===== config.mk =====
export PLATFORM = sky130hd
export DESIGN_NAME = ps2_host_tx
export DESIGN_NICKNAME = d
export VERILOG_FILES = /design/src/rtl/ps2_pkg.sv /design/src/rtl/ps2_sync.sv /design/src/rtl/ps2_host_tx.sv
export SDC_FILE = /design/constraint.sdc
export NUM_CORES = 1
export LEC_CHECK = 0
export BUFFER_PORTS_ARGS = -buffer_cell sky130_fd_sc_hd__buf_4
export CELL_PAD_IN_SITES_DETAIL_PLACEMENT = 2
export CELL_PAD_IN_SITES_GLOBAL_PLACEMENT = 2
export CORE_MARGIN = 2
export CORE_UTILIZATION = 35
export CTS_CLUSTER_DIAMETER = 80
export DETAILED_ROUTE_END_ITERATION = 10
export PLACE_DENSITY = 0.81
export SKIP_LAST_GASP = 1
export SLEW_MARGIN = 20
export SYNTH_ARGS = -nofsm -noshare
export SYNTH_HDL_FRONTEND = slang
export SYNTH_SLANG_ARGS = --single-unit

===== constraint.sdc =====
create_clock -name clk -period 5.25 [get_ports clk]
set_input_delay 0.525 -clock clk [delete_from_list [all_inputs] [get_ports clk]]
set_output_delay 0.525 -clock clk [all_outputs]
set_load 0.02 [all_outputs]

===== src/rtl/ps2_pkg.sv =====
// Shared PS/2 types and constants.
// Used by the host transmitter and the receiver side.
package ps2_pkg;

  typedef enum logic [2:0] {
    IDLE,
    INHIBIT,
    REQ,
    SHIFT,
    WAIT_IDLE
  } ps2_state_e;

  typedef enum logic [1:0] {
    ERR_NONE    = 2'b00,
    ERR_NOSTART = 2'b01,
    ERR_BITTO   = 2'b10,
    ERR_NOACK   = 2'b11
  } ps2_err_e;

  localparam logic [7:0] CMD_SETLED = 8'hED;
  localparam logic [7:0] CMD_RESET  = 8'hFF;
  localparam logic [7:0] CMD_ENABLE = 8'hF4;
  localparam logic [7:0] RSP_ACK    = 8'hFA;

  // Index 10 is the device ACK slot.
  localparam logic [3:0] IDX_ACK = 4'd10;

  // Wire order after the start bit:
  // data[0..7], odd parity, stop.
  function automatic logic [9:0] ps2_frame(
    input logic [7:0] d
  );
    return {1'b1, ~^d, d};
  endfunction

endpackage


===== src/rtl/ps2_sync.sv =====
// Two-flop synchronizer for the PS/2 pads with
// a registered falling-edge pulse on the clock line.
module ps2_sync (
  input  logic clk,
  input  logic rst,
  input  logic ps2_clk_in,
  input  logic ps2_data_in,
  output logic clk_sync,
  output logic data_sync,
  output logic clk_fall
);

  logic clk_meta_q, clk_meta_d;
  logic clk_sync_q, clk_sync_d;
  logic clk_hist_q, clk_hist_d;
  logic data_meta_q, data_meta_d;
  logic data_sync_q, data_sync_d;
  logic fall_q, fall_d;

  always_comb begin
    clk_meta_d  = ps2_clk_in;
    clk_sync_d  = clk_meta_q;
    clk_hist_d  = clk_sync_q;
    data_meta_d = ps2_data_in;
    data_sync_d = data_meta_q;
    fall_d      = clk_hist_q & ~clk_sync_q;
  end

  // Idle bus is high; reset there so release
  // never looks like an edge.
  always_ff @(posedge clk or negedge rst) begin
    if (!rst) begin
      clk_meta_q  <= 1'b1;
      clk_sync_q  <= 1'b1;
      clk_hist_q  <= 1'b1;
      data_meta_q <= 1'b1;
      data_sync_q <= 1'b1;
      fall_q      <= 1'b0;
    end else begin
      clk_meta_q  <= clk_meta_d;
      clk_sync_q  <= clk_sync_d;
      clk_hist_q  <= clk_hist_d;
      data_meta_q <= data_meta_d;
      data_sync_q <= data_sync_d;
      fall_q      <= fall_d;
    end
  end

  assign clk_sync  = clk_sync_q;
  assign data_sync = data_sync_q;
  assign clk_fall  = fall_q;

endmodule


===== src/rtl/ps2_host_tx.sv =====
// PS/2 host-to-device command transmitter.
// Inhibit, request-to-send, 11 device clocks, ACK.
module ps2_host_tx
  import ps2_pkg::*;
#(
  parameter int INHIBIT_CYCLES = 5000,
  parameter int START_TIMEOUT  = 750000,
  parameter int BIT_TIMEOUT    = 50000,
  parameter int CNT_W          = 20
) (
  input  logic       clk,
  input  logic       rst,
  input  logic [7:0] tx_data,
  input  logic       tx_valid,
  output logic       tx_ready,
  output logic       busy,
  output logic       rx_inhibit,
  output logic       done,
  output logic       err,
  output logic [1:0] err_code,
  input  logic       ps2_clk_in,
  input  logic       ps2_data_in,
  output logic       ps2_clk_oe,
  output logic       ps2_data_oe
);

  localparam logic [CNT_W-1:0] INH_PRE =
    CNT_W'(INHIBIT_CYCLES - 2);
  localparam logic [CNT_W-1:0] INH_LAST =
    CNT_W'(INHIBIT_CYCLES - 1);
  localparam logic [CNT_W-1:0] START_LAST =
    CNT_W'(START_TIMEOUT - 1);
  localparam logic [CNT_W-1:0] BIT_LAST =
    CNT_W'(BIT_TIMEOUT - 1);

  ps2_state_e       state_q, state_d;
  logic [CNT_W-1:0] timer_q, timer_d;
  logic [3:0]       idx_q, idx_d;
  logic [9:0]       frame_q, frame_d;
  logic             clk_oe_q, clk_oe_d;
  logic             data_oe_q, data_oe_d;
  logic             done_q, done_d;
  logic             err_q, err_d;
  ps2_err_e         code_q, code_d;
  logic             ready_q, ready_d;

  logic clk_sync;
  logic data_sync;
  logic clk_fall;

  ps2_sync u_sync (
    .clk         (clk),
    .rst         (rst),
    .ps2_clk_in  (ps2_clk_in),
    .ps2_data_in (ps2_data_in),
    .clk_sync    (clk_sync),
    .data_sync   (data_sync),
    .clk_fall    (clk_fall)
  );

  logic accept;
  logic inh_pre;
  logic inh_end;
  logic start_to;
  logic bit_to;
  logic ack_slot;
  logic line_idle;
  logic fall_ack;
  logic fall_bit;
  logic shift_to;

  always_comb begin
    accept    = (state_q == IDLE) & tx_valid & ready_q;
    inh_pre   = (timer_q == INH_PRE);
    inh_end   = (timer_q == INH_LAST);
    start_to  = (timer_q == START_LAST);
    bit_to    = (timer_q == BIT_LAST);
    ack_slot  = (idx_q == IDX_ACK);
    line_idle = clk_sync & data_sync;
    fall_ack  = clk_fall & ack_slot;
    fall_bit  = clk_fall & ~ack_slot;
    shift_to  = ~clk_fall & bit_to;
  end

  always_ff @(posedge clk or negedge rst) begin
    if (!rst) begin
      state_q   <= IDLE;
      timer_q   <= '0;
      idx_q     <= '0;
      frame_q   <= '0;
      clk_oe_q  <= 1'b0;
      data_oe_q <= 1'b0;
      done_q    <= 1'b0;
      err_q     <= 1'b0;
      code_q    <= ERR_NONE;
      ready_q   <= 1'b0;
    end else begin
      state_q   <= state_d;
      timer_q   <= timer_d;
      idx_q     <= idx_d;
      frame_q   <= frame_d;
      clk_oe_q  <= clk_oe_d;
      data_oe_q <= data_oe_d;
      done_q    <= done_d;
      err_q     <= err_d;
      code_q    <= code_d;
      ready_q   <= ready_d;
    end
  end

  always_comb begin
    state_d = state_q;
    unique case (state_q)
      IDLE: begin
        if (accept) state_d = INHIBIT;
      end
      INHIBIT: begin
        if (inh_end) state_d = REQ;
      end
      REQ: begin
        if (clk_fall)      state_d = SHIFT;
        else if (start_to) state_d = IDLE;
      end
      SHIFT: begin
        if (fall_ack)
          state_d = data_sync ? IDLE : WAIT_IDLE;
        else if (shift_to)
          state_d = IDLE;
      end
      WAIT_IDLE: begin
        if (line_idle) state_d = IDLE;
      end
      default: state_d = IDLE;
    endcase
  end

  always_comb begin
    timer_d   = timer_q + CNT_W'(1);
    idx_d     = idx_q;
    frame_d   = frame_q;
    clk_oe_d  = clk_oe_q;
    data_oe_d = data_oe_q;
    done_d    = 1'b0;
    err_d     = 1'b0;
    code_d    = code_q;
    ready_d   = (state_d == IDLE);
    unique case (state_q)
      IDLE: begin
        timer_d   = '0;
        idx_d     = '0;
        clk_oe_d  = 1'b0;
        data_oe_d = 1'b0;
        if (accept) begin
          frame_d  = ps2_frame(tx_data);
          clk_oe_d = 1'b1;
        end
      end
      INHIBIT: begin
        clk_oe_d = 1'b1;
        // Start bit goes down while the clock is
        // still held, so it precedes the release.
        if (inh_pre) data_oe_d = 1'b1;
        if (inh_end) begin
          clk_oe_d  = 1'b0;
          data_oe_d = 1'b1;
          timer_d   = '0;
        end
      end
      REQ: begin
        if (clk_fall) begin
          data_oe_d = ~frame_q[0];
          idx_d     = 4'd1;
          timer_d   = '0;
        end else if (start_to) begin
          err_d     = 1'b1;
          code_d    = ERR_NOSTART;
          clk_oe_d  = 1'b0;
          data_oe_d = 1'b0;
        end
      end
      SHIFT: begin
        unique case (1'b1)
          fall_ack: begin
            timer_d   = '0;
            data_oe_d = 1'b0;
            if (data_sync) begin
              err_d  = 1'b1;
              code_d = ERR_NOACK;
            end else begin
              done_d = 1'b1;
            end
          end
          fall_bit: begin
            timer_d   = '0;
            idx_d     = idx_q + 4'd1;
            data_oe_d = ~frame_q[idx_q];
          end
          shift_to: begin
            err_d     = 1'b1;
            code_d    = ERR_BITTO;
            clk_oe_d  = 1'b0;
            data_oe_d = 1'b0;
          end
          default: ;
        endcase
      end
      WAIT_IDLE: begin
        timer_d   = '0;
        clk_oe_d  = 1'b0;
        data_oe_d = 1'b0;
      end
      default: begin
        timer_d   = '0;
        clk_oe_d  = 1'b0;
        data_oe_d = 1'b0;
      end
    endcase
  end

  always_comb begin
    tx_ready    = ready_q;
    busy        = (state_q != IDLE);
    rx_inhibit  = (state_q != IDLE);
    done        = done_q;
    err         = err_q;
    err_code    = code_q;
    ps2_clk_oe  = clk_oe_q;
    ps2_data_oe = data_oe_q;
  end

endmodule

; ---- Word level (Yosys, flattened, before mapping)
; Index checks and enable logic that the tools add are counted.
[classes]
n_addsub = 2
multipliers = 0
n_div = 0
n_lt_le_gt_ge = 1
eq_ne = 19
n_shift = 0
muxes = 42
bitwise_logic = 12
n_reduce_logical = 13
[ops]
columns = operator, count
row1 = $mux 20, 3
row2 = $pmux 20 s3, 1
row3 = $eq 20x13->1 const B, 2
row4 = $mux 3, 8
row5 = $add 20x1->20 const B, 1
row6 = $eq 20x16->1 const B, 1
row7 = $eq 20x20->1 const B, 1
row8 = $mux 1, 15
row9 = $pmux 3 s5, 1
row10 = $pmux 4 s3, 1
row11 = $ne 3x3->1 const B, 3
row12 = $reduce_and 3->1, 3
row13 = $mux 4, 2
row14 = $ne 2x2->1 const B, 4
row15 = $pmux 2 s2, 2
row16 = $reduce_xnor 8->1, 1
row17 = $and 1x1->1, 7
row18 = $eq 3x2->1 const B, 2
row19 = $logic_not 3->1, 2
row20 = $mux 2, 3
row21 = $ne 3x2->1 const B, 2
row22 = $pmux 1 s2, 3
row23 = $reduce_bool 3->1, 2
row24 = $lt 4x5->1 const B, 1
row25 = 13 further kinds, 18
[word_totals]
register_bits = 50
latchBits = 0
ramBits = 0
romBits = 0
in_bits = 13
output_inout_bits = 9
elab_cells = 105
mem_count = 0

; ---- Depth between registers and ports, before layout
; Gate-level depths: netlist (run 1).
[depth]
ltp_word = 6
mapped_depth = 7
ltp_nobuf = 7

; ---- By module
; Synthesis (run 1) repeated with hierarchy kept, for this count alone.
[unflattened]
cells_unflattened = 247
hier_area_um2 = 2558.7
[modules_own_cells]
columns = mod, n_inst, cells_each, area_each_um2, seq_area_each_um2
row1 = ps2_host_tx, 1, 240, 2388.5, 1101.1
row2 = ps2_sync, 1, 7, 170.2, 156.4

; ---- Worst setup path after synthesis (run 1)
; Ideal clock, no wire load.
[synth_timing]
kind = reg2reg
startpoint = register timer_q[0]
endpoint = register data_oe_q, in the netlist ps2_data_oe
setup_time_ns = 0.125
t_arrival_ns = 2.175
t_required_ns = 5.125
slack_ns = 2.950
stages_incl_launch_ff = 8
n_path_buf = 1
synth_period_minus_slack_ns = 2.300
cell_sequence = dfrtp_1 -> ha_1 -> buf_2 -> nand3_1 -> or4_1 -> or3_1 -> a32oi_1 -> mux2_2
[synth_between]
elab_chain_len = 5
elab_cells_between_ends = 13
cone_classes = 7 x eq/ne / 3 x mux / 1 x bitwise / 2 x reduce/logical
[synth_rtl]
columns = item, line_no
row1 = "start, declared", ps2_host_tx.sv:37  ; logic [CNT_W-1:0] timer_q, timer_d;
row2 = "start signal, assigned", ps2_host_tx.sv:99  ; timer_q <= timer_d;
row3 = $eq 20x16->1, ps2_host_tx.sv:77  ; bit_to = (timer_q == BIT_LAST);
row4 = $and 1x1->1, ps2_host_tx.sv:82  ; shift_to = ~clk_fall & bit_to;
row5 = $reduce_or 2->1 (no line), --
row6 = $pmux 1 s2 or $ne 3x3->1 (tied branches), --
row7 = $pmux 1 s3 or $reduce_and 3->1 (tied branches), --
row8 = "end signal, assigned", ps2_host_tx.sv:103  ; data_oe_q <= data_oe_d;
row9 = "end, declared", ps2_host_tx.sv:41  ; logic data_oe_q, data_oe_d;
; Parallel ways exist; a longest one is shown, timed or not.
; A chain may end at the register's enable or synchronous reset.

; ---- Final worst setup path (run 1)
[layout_timing]
startpoint = register timer_q[10]
endpoint = register timer_q[4]
[layout_between]
elab_chain_len = 3
[layout_rtl]
columns = item, line_no
row1 = $eq 20x13->1, ps2_host_tx.sv:75  ; inh_end = (timer_q == INH_LAST);
row2 = $mux 20, ps2_host_tx.sv:163  ; if (inh_end) begin
row3 = $pmux 20 s3, ps2_host_tx.sv:147  ; unique case (state_q)
row4 = via timer_d[4], ps2_host_tx.sv:37
; The timed path passes the listed nets, and every way through them passes these cells.

==> results of run 1 <==
[logic make-up after synthesis]
logic type                 after synthesis  synth area share
AOI/OAI and AO/OA                       25            0.0715
buffers and inverters                   18            0.0303
and+or+nand+nor                        101             0.217
xor gates and xnor gates                25            0.0868
adders and majority gates                4            0.0199
DFF                                     50             0.499
muxes                                   15            0.0754
[metal layers]
metal  vias up  wire length, µm  GRT usage
li1        865                -          -
met1       961             2960      0.229
met2        15             3560      0.354
met3         9              101     0.0317
met4         0              125     0.0730
met5         -                0          0
[cell usage after synthesis (2+ instances only)]
cell type	number	share of area
sky130_fd_sc_hd__dfrtp_1	45	0.45
sky130_fd_sc_hd__nor2_1	30	0.045
sky130_fd_sc_hd__nand2_1	20	0.030
sky130_fd_sc_hd__xnor2_1	15	0.052
sky130_fd_sc_hd__mux2_2	12	0.054
sky130_fd_sc_hd__xor2_1	10	0.035
sky130_fd_sc_hd__inv_1	9	0.013
sky130_fd_sc_hd__nand3_1	8	0.016
sky130_fd_sc_hd__and3_1	7	0.017
sky130_fd_sc_hd__nand4_1	6	0.015
sky130_fd_sc_hd__dfstp_2	5	0.052
sky130_fd_sc_hd__nor3_1	5	0.0099
sky130_fd_sc_hd__buf_2	4	0.0079
sky130_fd_sc_hd__clkbuf_1	4	0.0060
sky130_fd_sc_hd__ha_1	4	0.020
sky130_fd_sc_hd__o21ai_0	4	0.0079
sky130_fd_sc_hd__a21oi_1	3	0.0060
sky130_fd_sc_hd__a31oi_1	3	0.0074
sky130_fd_sc_hd__and2_1	3	0.0074
sky130_fd_sc_hd__mux4_2	2	0.018
sky130_fd_sc_hd__nor3b_1	2	0.0060
sky130_fd_sc_hd__nor4b_1	2	0.0069
sky130_fd_sc_hd__o32ai_1	2	0.0069
sky130_fd_sc_hd__or3_1	2	0.0050
sky130_fd_sc_hd__or4_1	2	0.0060
[worst max-delay path: stages, from the launching register on]
cell	delay [ns]
sky130_fd_sc_hd__dfrtp_1	0.44
sky130_fd_sc_hd__or4b_4	0.58
sky130_fd_sc_hd__nor4_4	0.43
sky130_fd_sc_hd__a31oi_1	0.15
sky130_fd_sc_hd__o21ai_1	0.60
sky130_fd_sc_hd__buf_4	0.30
sky130_fd_sc_hd__nor2_1	0.08
[sequential cells by signal, indices dropped and copies added, names as in the netlist]
| name | count |
|---|---|
| err_code | 2 |
| u_sync.data_meta_q | 1 |
| u_sync.clk_fall | 1 |
| err | 1 |
| frame_q | 10 |
| u_sync.data_sync | 1 |
| u_sync.clk_sync | 1 |
| timer_q | 20 |
| idx_q | 4 |
| u_sync.clk_meta_q | 1 |
| done | 1 |
| state_q | 3 |
| ps2_clk_oe | 1 |
| tx_ready | 1 |
| u_sync.clk_hist_q | 1 |
| ps2_data_oe | 1 |
[worst min path at each step]
stage	startpoint	to	slack, ns	cells past startpoint
after floorplan	rst	done	0.23	0
after global placement	u_sync.clk_meta_q	u_sync.clk_sync	0.35	0
after detailed placement	u_sync.clk_meta_q	u_sync.clk_sync	0.35	0
after CTS	rst	timer_q[1]	0.27	1
after global routing	rst	frame_q[1]	0.28	1
final	rst	frame_q[1]	0.24	1
[power groups by stage]
| stage | clock network, mW | registers [mW] | logic, mW |
|---|---|---|---|
| global placement | 0 | 0.398 | 0.0261 |
| CTS | 0.345 | 0.391 | 0.0270 |
| floorplan | 0 | 0.397 | 0.0101 |
| detailed placement | 0 | 0.398 | 0.0270 |
| global route | 0.363 | 0.391 | 0.0291 |
| finish | 0.336 | 0.391 | 0.0257 |
[final cells by class]
type | count | share of cell area
clock inverter | 2 | 0.0207
tap | 96 | 0.0413
inverter | 9 | 0.0116
clock buffer | 6 | 0.0284
sequential | 50 | 0.433
timing repair buffer | 22 | 0.0568
multi-input combinational | 170 | 0.409
==> out/results.env, run 1 <==
MULTI_INPUT_COMB_AREA_UM2=1190
ACCUMULATED_NEGATIVE_SETUP_SLACK_NS=0
ANTENNA_VIOLATING_NETS_POST_ROUTE=0
REPORT.POWER.TOTAL_mW=0.752
MAXIMUM_VDD_IR_DROP_uV=108
SYNTHFLOPTYPE='sky130_fd_sc_hd__dfrtp_1'
PATH_CLASS='register to register'
VIAS_PER_CELL=5.21
REGTOREGENDPOINT='timer_q[4]'
CAP_VIOLATIONS=0
POWER_FRAC_COMB=0.034
CTS.HTREE.LEVELS=2
CP-START-KIND='register'
WORSTPATHARRIVAL_NS=2.89
GRT_SETUP_UNREPAIRED='no'
SYNTH-WARNING-COUNT=0
PIN_COUNT=22
DETAIL_ROUTE.WL_PER_CELL_UM=19.0
CP-STARTPOINT='timer_q[10]'
ASYNC_FLOP_SHARE=1.00
TRACK_USAGE=0.195
PLACEDINSTANCEAREA_UM2=2760
R2R.WORST_PATH.CELLS=6
SWSHARE=0.197
POWER_REPORT.INTERNAL_TOTAL_mW=0.604
DRTITER0DRC=34
SYNTHESIS.AREA_UM2=2520
PLACE.PORT_BUFFERS=21
CTS_HOLD_BUF=0
TIMING.FINAL.HOLD_VIOLATIONS=0
START_UTIL=0.367
FMAX_GHz=0.372
SYNTH_CELL_TYPE_COUNT=54
NUMCTSBUFFERS=5
PLACE.GP.CONGESTION=0.757
CP_REQUIRED_NS=5.45
YS_SEQ_ELEMENTS=50
LAYOUT.CELLS.MOST_COMMON_LIST='45 x sky130_fd_sc_hd__dfrtp_1, 30 x sky130_fd_sc_hd__nor2_1, 22 x sky130_fd_sc_hd__buf_4'
PATH_MAX_FANOUT=12
POST-PLACE-WS_NS=2.55
OUTCOME='completed'
POWER.SEQUENTIAL.FRACTION=0.520
GRT_PASS1_VIAS=2141
CTS_RESIZES=0
DETAILEDROUTE.FIRSTPASSITERATIONCOUNT=4
NUM_VIAS=1850
PART_OF_THE_CYCLE_THE_WORST_PATH_NEEDS=0.511
SYNTH_AREA_PER_CELL_UM2=10.6
WHS_NS=0.242
R2R_START='timer_q[10]'
DP.CELLS=347
P_PER_AREA_nW_PER_UM2=259
NUM_ROWS=30
DETAIL_ROUTE.DRC_VIOLATIONS=0
DIE_AREA_UM2=7900
TIMING.REG2REG.SETUP_SLACK_NS=2.56
WORST_CLOCK_SKEW_NS=0.00463
SYNTH.NET_COUNT=255
CLOCK_SHARE_OF_POWER=0.446
WIRELENGTH_MM=6.74
FINAL_PERIOD_MINUS_WORST_SETUP_SLACK_NS=2.69
POST_LAYOUT_CELL_COUNT=355
GRT_ANTENNA_BEFORE_REPAIR=0
CHIPHEIGHT_UM=88.9
ANTENNA_CELLS_INSERTED=0
LAYOUT_SETUP_WS_NS=2.56
GRT.OVERFLOW.TOTAL=0
POST_SYNTH_EDFFS=0
CTS.SINKS=50
TIMING.FINAL.SETUP_VIOLATIONS=0
LAYOUT-DRIVE-GT1-SHARE=0.216
CLK_PATH_BUF_DEPTH=2
FILLER_CELL_COUNT=759
INSERTION_DELAY_NS=0.31
LAYOUT_COMMONEST_CELL='sky130_fd_sc_hd__dfrtp_1'
LAYOUT.AREA.SEQ_UM2=1260
POWER_LEAKAGE_nW=1.29
PIN_COUNT_OF_THE_BIGGEST_NET_ENTERING_GLOBAL_ROUTING=51
CLOCKROOTBUFFER='sky130_fd_sc_hd__clkbuf_8'
TIMING.FINAL.MAX_SLEW_VIOLATIONS=0
CRIT_PATH_END_KIND='register'
CORE_REGION_AREA_UM2=6870
NUMBER_OF_BUFFERS_INSERTED_BY_POST_CTS_SETUP_REPAIR=0
DIE_X_UM=88.9
SYNTH.YOSYS.SEQ_AREA_SHARE=0.499
HEADROOM_TO_THE_MAX_SLEW_LIMIT=0.356
DESIGN_AREA_UM2=2910
CLK_PIN_SLEW_WORST_SETUP_HOLD_PATHS_NS=0.09
SYN2LAYOUT_AREA_GROWTH_PCT=15.3
HOLD_CRIT_PATH_TYPE='input port to async pin'
POSTSYNTHCELLCOUNT=238
CRIT_PATH_END='timer_q[4]'
DETAILED_PLACE_HPWL_MM=4.81
PIN_SLEW_WITH_THE_LEAST_HEADROOM_TO_ITS_LIMIT_NS=0.963
CTS_TREE='yes'
GRT_PASS1_WL_MM=11.4
NETSWITCHINGPOWER_mW=0.148
FINAL_UTIL=0.423
FINAL_NET_COUNT=275
No activity file was read; power rests on OpenSTA's default activity.
==> run 2, diff against run 1 <==
--- a/config.mk
+++ b/config.mk
@@ -5,6 +5,7 @@
 export SDC_FILE = /design/constraint.sdc
 export NUM_CORES = 1
 export LEC_CHECK = 0
+export ABC_AREA = 1
 export BUFFER_PORTS_ARGS = -buffer_cell sky130_fd_sc_hd__buf_4
 export CELL_PAD_IN_SITES_DETAIL_PLACEMENT = 2
 export CELL_PAD_IN_SITES_GLOBAL_PLACEMENT = 2
@@ -12,7 +13,7 @@
 export CORE_UTILIZATION = 35
 export CTS_CLUSTER_DIAMETER = 80
 export DETAILED_ROUTE_END_ITERATION = 10
-export PLACE_DENSITY = 0.81
+export PLACE_DENSITY = 0.88
 export SKIP_LAST_GASP = 1
 export SLEW_MARGIN = 20
 export SYNTH_ARGS = -nofsm -noshare
==> constraint.sdc (replaced) <==
create_clock -name clk -period 2.6 [get_ports clk]
set_input_delay 0.26 -clock clk [delete_from_list [all_inputs] [get_ports clk]]
set_output_delay 0.26 -clock clk [all_outputs]
set_load 0.02 [all_outputs]
==> run 2 against run 1 <==
- utilization down 0.98 points
- hold slack got worse by 0.20 ns
- non-clock buffer count up 1
- first-iteration DRC count is 120% higher
- via count rose by 38%
- cell count rose by 41%
- clock-buffer cell count stayed put
- routed wire length grew 29%
- sequential cell count unchanged
==> out/results.env, run 2 <==
GRT_PASS1_WL_MM=14.6
POST-PLACE-WS_NS=0.571
SYNTHTOPCELLSBYAREA='sky130_fd_sc_hd__dfrtp_1 39%, sky130_fd_sc_hd__nand2_1 11%, sky130_fd_sc_hd__nor2_1 7.4%, sky130_fd_sc_hd__inv_1 6.7%, sky130_fd_sc_hd__nand3_1 4.9%'
POST_SYNTH_EDFFS=0
CORE_REGION_AREA_UM2=7810
SYNTHFLOPTYPE='sky130_fd_sc_hd__dfrtp_1'
DRTITER0DRC=76
MAXIMUM_VDD_IR_DROP_uV=180
DIE_X_UM=94.3
GRT_SETUP_UNREPAIRED='no'
NUMCTSBUFFERS=5
CTS_RESIZES=0
WORST_CLOCK_SKEW_NS=0.00893
POSTSYNTHCELLCOUNT=377
SYNTH.NET_COUNT=394
DP.CELLS=493
NUM_VIAS=2548
SYNTH_TOP_AREA_SHARE=0.395
LAYOUT_SETUP_WS_NS=0.548
CP-STARTPOINT='timer_q[0]'
SYNTH_AREA_LEADER_CELL='sky130_fd_sc_hd__dfrtp_1'
SYNTH-WARNING-COUNT=0
CLK_PIN_SLEW_WORST_SETUP_HOLD_PATHS_NS=0.10
START_UTIL=0.365
POWER_LEAKAGE_nW=1.56
CP-START-KIND='register'
CRIT_SLOWEST_CELL='sky130_fd_sc_hd__dfrtp_1'
REGTOREGENDPOINT='timer_q[14]'
PATH_CLASS='register to register'
FINAL_PERIOD_MINUS_WORST_SETUP_SLACK_NS=2.05
CTS_TREE='yes'
CTS_HOLD_BUF=1
CTS.SINKS=50
TIMING.FINAL.SETUP_VIOLATIONS=0
PIN_SLEW_WITH_THE_LEAST_HEADROOM_TO_ITS_LIMIT_NS=0.645
LARGEST_REGISTER='timer_q'
OUTCOME='completed'
TIMING.FINAL.MAX_SLEW_VIOLATIONS=0
CLOCKROOTBUFFER='sky130_fd_sc_hd__clkbuf_8'
CHIPHEIGHT_UM=94.3
PLACE.PORT_BUFFERS=21
POST_LAYOUT_CELL_COUNT=502
NUM_ROWS=32
CLK_PATH_BUF_DEPTH=2
DETAILED_PLACE_HPWL_MM=6.65
SYNTH_AREA_PER_CELL_UM2=7.56
WHS_NS=0.0416
INSERTION_DELAY_NS=0.31
SYNTH_CELL_TYPE_COUNT=31
DETAIL_ROUTE.WL_PER_CELL_UM=17.4
TOP_COUNT_CELL_POST_SYNTH='sky130_fd_sc_hd__nand2_1'
WORSTPATHARRIVAL_NS=2.25
SYNTH_TOP_CELLS_BY_COUNT='86 x sky130_fd_sc_hd__nand2_1, 56 x sky130_fd_sc_hd__nor2_1, 51 x sky130_fd_sc_hd__inv_1, 45 x sky130_fd_sc_hd__dfrtp_1, 28 x sky130_fd_sc_hd__nand3_1'
LAYOUT.CELLS.MOST_COMMON_LIST='86 x sky130_fd_sc_hd__nand2_1, 56 x sky130_fd_sc_hd__nor2_1, 51 x sky130_fd_sc_hd__inv_1'
PLACE.GP.CONGESTION=0.865
DIE_AREA_UM2=8880
HOLD_CRIT_PATH_TYPE='input port to register'
DETAILEDROUTE.FIRSTPASSITERATIONCOUNT=4
MIN_DELAY_PATH_DEPTH=1
LARGEST_REG_FLOPS=20
PLACEDINSTANCEAREA_UM2=3100
ANTENNA_VIOLATING_NETS_POST_ROUTE=0
LAYOUT_COMMONEST_CELL='sky130_fd_sc_hd__nand2_1'
WIRELENGTH_MM=8.72
DESIGN_AREA_UM2=3230
HEADROOM_TO_THE_MAX_SLEW_LIMIT=0.570
PART_OF_THE_CYCLE_THE_WORST_PATH_NEEDS=0.789
CP_REQUIRED_NS=2.79
ASYNC_FLOP_SHARE=1.00
LARGEST_REGISTERS='timer_q x20, frame_q x10, idx_q x4'
R2R.WORST_PATH.CELLS=8
WORSTHOLDSTART='ps2_data_in'
YS_SEQ_ELEMENTS=50
MIN_DELAY_WORST_ENDPOINT='u_sync.data_meta_q'
FINAL_UTIL=0.413
P_PER_AREA_nW_PER_UM2=448
REPORT.POWER.TOTAL_mW=1.45
TIMING.REG2REG.SETUP_SLACK_NS=0.55
CAP_VIOLATIONS=0
SYN2LAYOUT_AREA_GROWTH_PCT=13.2
CRITICAL-PATH-MAX-STAGE-DELAY_NS=0.45
GRT_PASS1_VIAS=2821
CTS.HTREE.LEVELS=2
CRIT_PATH_END_KIND='register'
TIMING.FINAL.HOLD_VIOLATIONS=0
LAYOUT-DRIVE-GT1-SHARE=0.138
PATH_MAX_FANOUT=6
PATH_CELLS='ha_1, nand3_1, nor2_1, nand4_1, nor3_1, nand3_1, nand2_1, nor2_1'
GRT_ANTENNA_BEFORE_REPAIR=0
DETAIL_ROUTE.DRC_VIOLATIONS=0
FINAL_NET_COUNT=416
GRT.OVERFLOW.TOTAL=0
R2R_START='timer_q[0]'
PIN_COUNT_OF_THE_BIGGEST_NET_ENTERING_GLOBAL_ROUTING=51
ANTENNA_CELLS_INSERTED=0
ACCUMULATED_NEGATIVE_SETUP_SLACK_NS=0
VIAS_PER_CELL=5.08
FMAX_GHz=0.487
SYNTH.YOSYS.SEQ_AREA_SHARE=0.441
NUMBER_OF_BUFFERS_INSERTED_BY_POST_CTS_SETUP_REPAIR=0
PIN_COUNT=22
SYNTHESIS.AREA_UM2=2850
TRACK_USAGE=0.216
==> run 2: kinds of logic (layout without fill, tap and decap cells) <==
group           after synthesis  in the layout  synth area share
mux                           1              1           0.00395
simple gates                214            214             0.337
compound gates               28             28            0.0584
fa+ha+maj                     4              4            0.0176
xor+xnor                     17             17            0.0522
buf+inv                      63             86            0.0904
flops                        50             50             0.441
==> run 2: how the worst max path moves through the flow <==
stage                              to  depth (start not counted)
final                     timer_q[14]                          8
after global routing      timer_q[14]                          8
after CTS                 timer_q[14]                          8
after detailed placement  timer_q[14]                          8
after global placement       tx_ready                          7
after floorplan              tx_ready                          8
==> run 2: critical path, delay by kind of cell (launching register included) <==
kind	cells	cell delay [ns]
fa+ha+maj	1	0.29
simple gates	7	1.19
flops	1	0.45
==> run 2: where the power goes <==
| part | switching, mW | internal (mW) | total, mW |
|---|---|---|---|
| Sequential | 0.00484 | 0.785 | 0.790 |
| Combinational | 0.0301 | 0.0246 | 0.0548 |
| Clock | 0.284 | 0.317 | 0.601 |
| Total | 0.319 | 1.13 | 1.45 |
==> run 2: layer usage <==
| metal | track usage | part of all wire | vias to the layer above |
|---|---|---|---|
| met2 | 0.366 | 0.50 | 30 |
| met1 | 0.289 | 0.47 | 1287 |
| met4 | 0.0592 | 0.0080 | 0 |
| met5 | 0 | 0 | - |
| li1 | - | - | 1227 |
| met3 | 0.0281 | 0.022 | 4 |
==> run 2: final cells by class <==
cell class / count / area, µm²
Inverter: 55 / 209
Tap cell: 102 / 128
Clock buffer: 6 / 82.6
Multi-Input combinational cell: 264 / 1340
Fill cell: 926 / 4580
Timing Repair Buffer: 23 / 175
Sequential cell: 50 / 1260
Clock inverter: 2 / 38.8
==> run 3, diff against run 2 <==
==> constraint.sdc (replaced) <==
create_clock -name clk -period 2.1 [get_ports clk]
set_input_delay 0.21 -clock clk [delete_from_list [all_inputs] [get_ports clk]]
set_output_delay 0.21 -clock clk [all_outputs]
set_load 0.02 [all_outputs]
==> run 3 against run 2 <==
- cell area increased by 1.2%
- utilization rose by 0.48 points
- non-clock buffer count rose by 6
- total power increased by 16%
- highest routed layer unchanged
- critical endpoint is now timer_q[2]
- largest cell class unchanged
- fmax grew 9.1%
- worst setup slack got worse by 0.33 ns
- die area is the same
- routed wire length grew 10%
- clock power up 4.2%
- hold slack gained 0.11 ns
- sequential power rose by 24%
==> out/results.env, run 3 (synthesis gave the netlist of run 2 again) <==
TIMING.FINAL.HOLD_VIOLATIONS=0
FINAL_PERIOD_MINUS_WORST_SETUP_SLACK_NS=1.88
CTS_TREE='yes'
ANTENNA_VIOLATING_NETS_POST_ROUTE=0
SYN2LAYOUT_AREA_GROWTH_PCT=14.5
P_PER_AREA_nW_PER_UM2=514
PART_OF_THE_CYCLE_THE_WORST_PATH_NEEDS=0.896
NUMCTSBUFFERS=5
PATH_CLASS='register to register'
WHS_NS=0.149
CHIPHEIGHT_UM=94.3
WORST-PATH-BUF-INV=1
CAP_VIOLATIONS=0
NUM_VIAS=2596
CRITICAL-PATH-TOP-DELAY-FAMILY='simple AND/OR/NAND/NOR gates'
PIN_COUNT=22
GRT_ANTENNA_BEFORE_REPAIR=0
START_UTIL=0.365
PATH_CELLS='nor2_1, nand2_1, nor2_1, nand3_1, nand2_1, o21ai_4, inv_4, a21oi_1'
LARGEST_REGISTERS='timer_q x20, frame_q x10, idx_q x4'
PLACE.GP.CONGESTION=0.901
ANTENNA_CELLS_INSERTED=0
CLK_PIN_SLEW_WORST_SETUP_HOLD_PATHS_NS=0.10
GRT_PASS1_WL_MM=16.0
LARGEST_REG_FLOPS=20
CP-START-KIND='register'
LAYOUT.CELLS.MOST_COMMON_LIST='86 x sky130_fd_sc_hd__nand2_1, 55 x sky130_fd_sc_hd__nor2_1, 51 x sky130_fd_sc_hd__inv_1'
CLK_PATH_BUF_DEPTH=2
GRT.OVERFLOW.TOTAL=0
FILLER_CELL_COUNT=906
FINAL_NET_COUNT=422
DIE_AREA_UM2=8880
FMAX_GHz=0.531
PATH_MAX_FANOUT=16
CRITICAL-PATH-MAX-STAGE-DELAY_NS=0.43
PLACE.PORT_BUFFERS=21
CTS.SINKS=50
PLACEDINSTANCEAREA_UM2=3130
GRT_PASS1_VIAS=2923
CLOCKROOTBUFFER='sky130_fd_sc_hd__clkbuf_8'
LARGEST_REGISTER='timer_q'
CTS.HTREE.LEVELS=2
HEADROOM_TO_THE_MAX_SLEW_LIMIT=0.561
GRT_SETUP_UNREPAIRED='yes'
OUTCOME='completed'
POWER_LEAKAGE_nW=1.57
LAYOUT-DRIVE-GT1-SHARE=0.155
CORE_REGION_AREA_UM2=7810
INSERTION_DELAY_NS=0.32
DIE_X_UM=94.3
DETAILED_PLACE_HPWL_MM=6.98
HOLD_CRIT_PATH_TYPE='input port to register'
DETAIL_ROUTE.DRC_VIOLATIONS=0
ACCUMULATED_NEGATIVE_SETUP_SLACK_NS=0
TIMING.FINAL.SETUP_VIOLATIONS=0
TRACK_USAGE=0.240
LAYOUT_COMMONEST_CELL='sky130_fd_sc_hd__nand2_1'
WORST_CLOCK_SKEW_NS=0.00914
TIMING.FINAL.MAX_SLEW_VIOLATIONS=0
CRIT_PATH_END_KIND='register'
DETAILEDROUTE.FIRSTPASSITERATIONCOUNT=4
DETAIL_ROUTE.WL_PER_CELL_UM=18.9
NUM_ROWS=32
WORSTPATHARRIVAL_NS=2.07
MAXIMUM_VDD_IR_DROP_uV=237
VIAS_PER_CELL=5.11
CP_REQUIRED_NS=2.29
PIN_COUNT_OF_THE_BIGGEST_NET_ENTERING_GLOBAL_ROUTING=51
CRIT_SLOWEST_CELL='sky130_fd_sc_hd__dfrtp_1'
PIN_SLEW_WITH_THE_LEAST_HEADROOM_TO_ITS_LIMIT_NS=0.658
DESIGN_AREA_UM2=3260
DRTITER0DRC=139
WIRELENGTH_MM=9.59
-- run 3: changes by cell type in the layout (fill, tap and decap cells not counted), sizes merged --
cell         before  now
bufinv            1    0
inv              56   55
buf              22   26
dlygate4sd3       1    3
clkinvlp          0    1
clkinv            0    1
-- run 3: where the power goes --
group	switching, mW	leakage [nW]	total [mW]	internal (mW)
sequential	0.00697	0.612	0.979	0.972
clock	0.360	0.0472	0.626	0.266
combinational	0.0396	0.911	0.0725	0.0329
total	0.406	1.57	1.68	1.27
-- run 3: metal layers --
| layer | up-vias | part of all wire | GRT usage |
|---|---|---|---|
| li1 | 1239 | - | - |
| met4 | 0 | 0.018 | 0.0749 |
| met1 | 1302 | 0.46 | 0.335 |
| met2 | 44 | 0.50 | 0.393 |
| met5 | - | 0 | 0 |
| met3 | 11 | 0.023 | 0.0233 |
-- run 3: worst paths after layout --
path / slack, ns / cells past startpoint / to / startpoint
min in group asynchronous: 0.46 / 2 / u_sync.clk_fall / rst
max reg2reg: 0.22 / 8 / timer_q[2] / timer_q[10]
min reg2reg: 0.36 / 0 / u_sync.data_sync / u_sync.data_meta_q
max in group asynchronous: 1.17 / 2 / idx_q[0] / rst
min: 0.15 / 2 / frame_q[0] / tx_data[0]
max: 0.22 / 8 / timer_q[2] / timer_q[10]
-- run 3: final cells by class --
type / instances / area (µm²) / area share
clock inverter: 2 / 12.5 / 0.00383
clock buffer: 6 / 82.6 / 0.0253
timing repair buffer: 29 / 225 / 0.0690
multi-input combinational: 264 / 1350 / 0.413
tap: 102 / 128 / 0.0391
sequential: 50 / 1260 / 0.386
inverter: 55 / 209 / 0.0640
-- run 3: timing repair --
action,in CTS,in global routing
gates resized for setup,0,4
setup endpoints to repair,0,6
buffers inserted,0,0
endpoints found under the hold margin,47,0
hold buffers,3,0
-- run 3: stage by stage --
step                      power, mW  utilization  setup WS [ns]  instances
after global placement         1.06        0.400          0.223        497
after CTS                      1.69        0.416         0.0807        508
after floorplan                1.02            -          0.529        377
after detailed placement       1.07        0.400          0.137        497
after global routing           1.73        0.418       -0.00227        508
final                          1.68        0.418          0.218        508
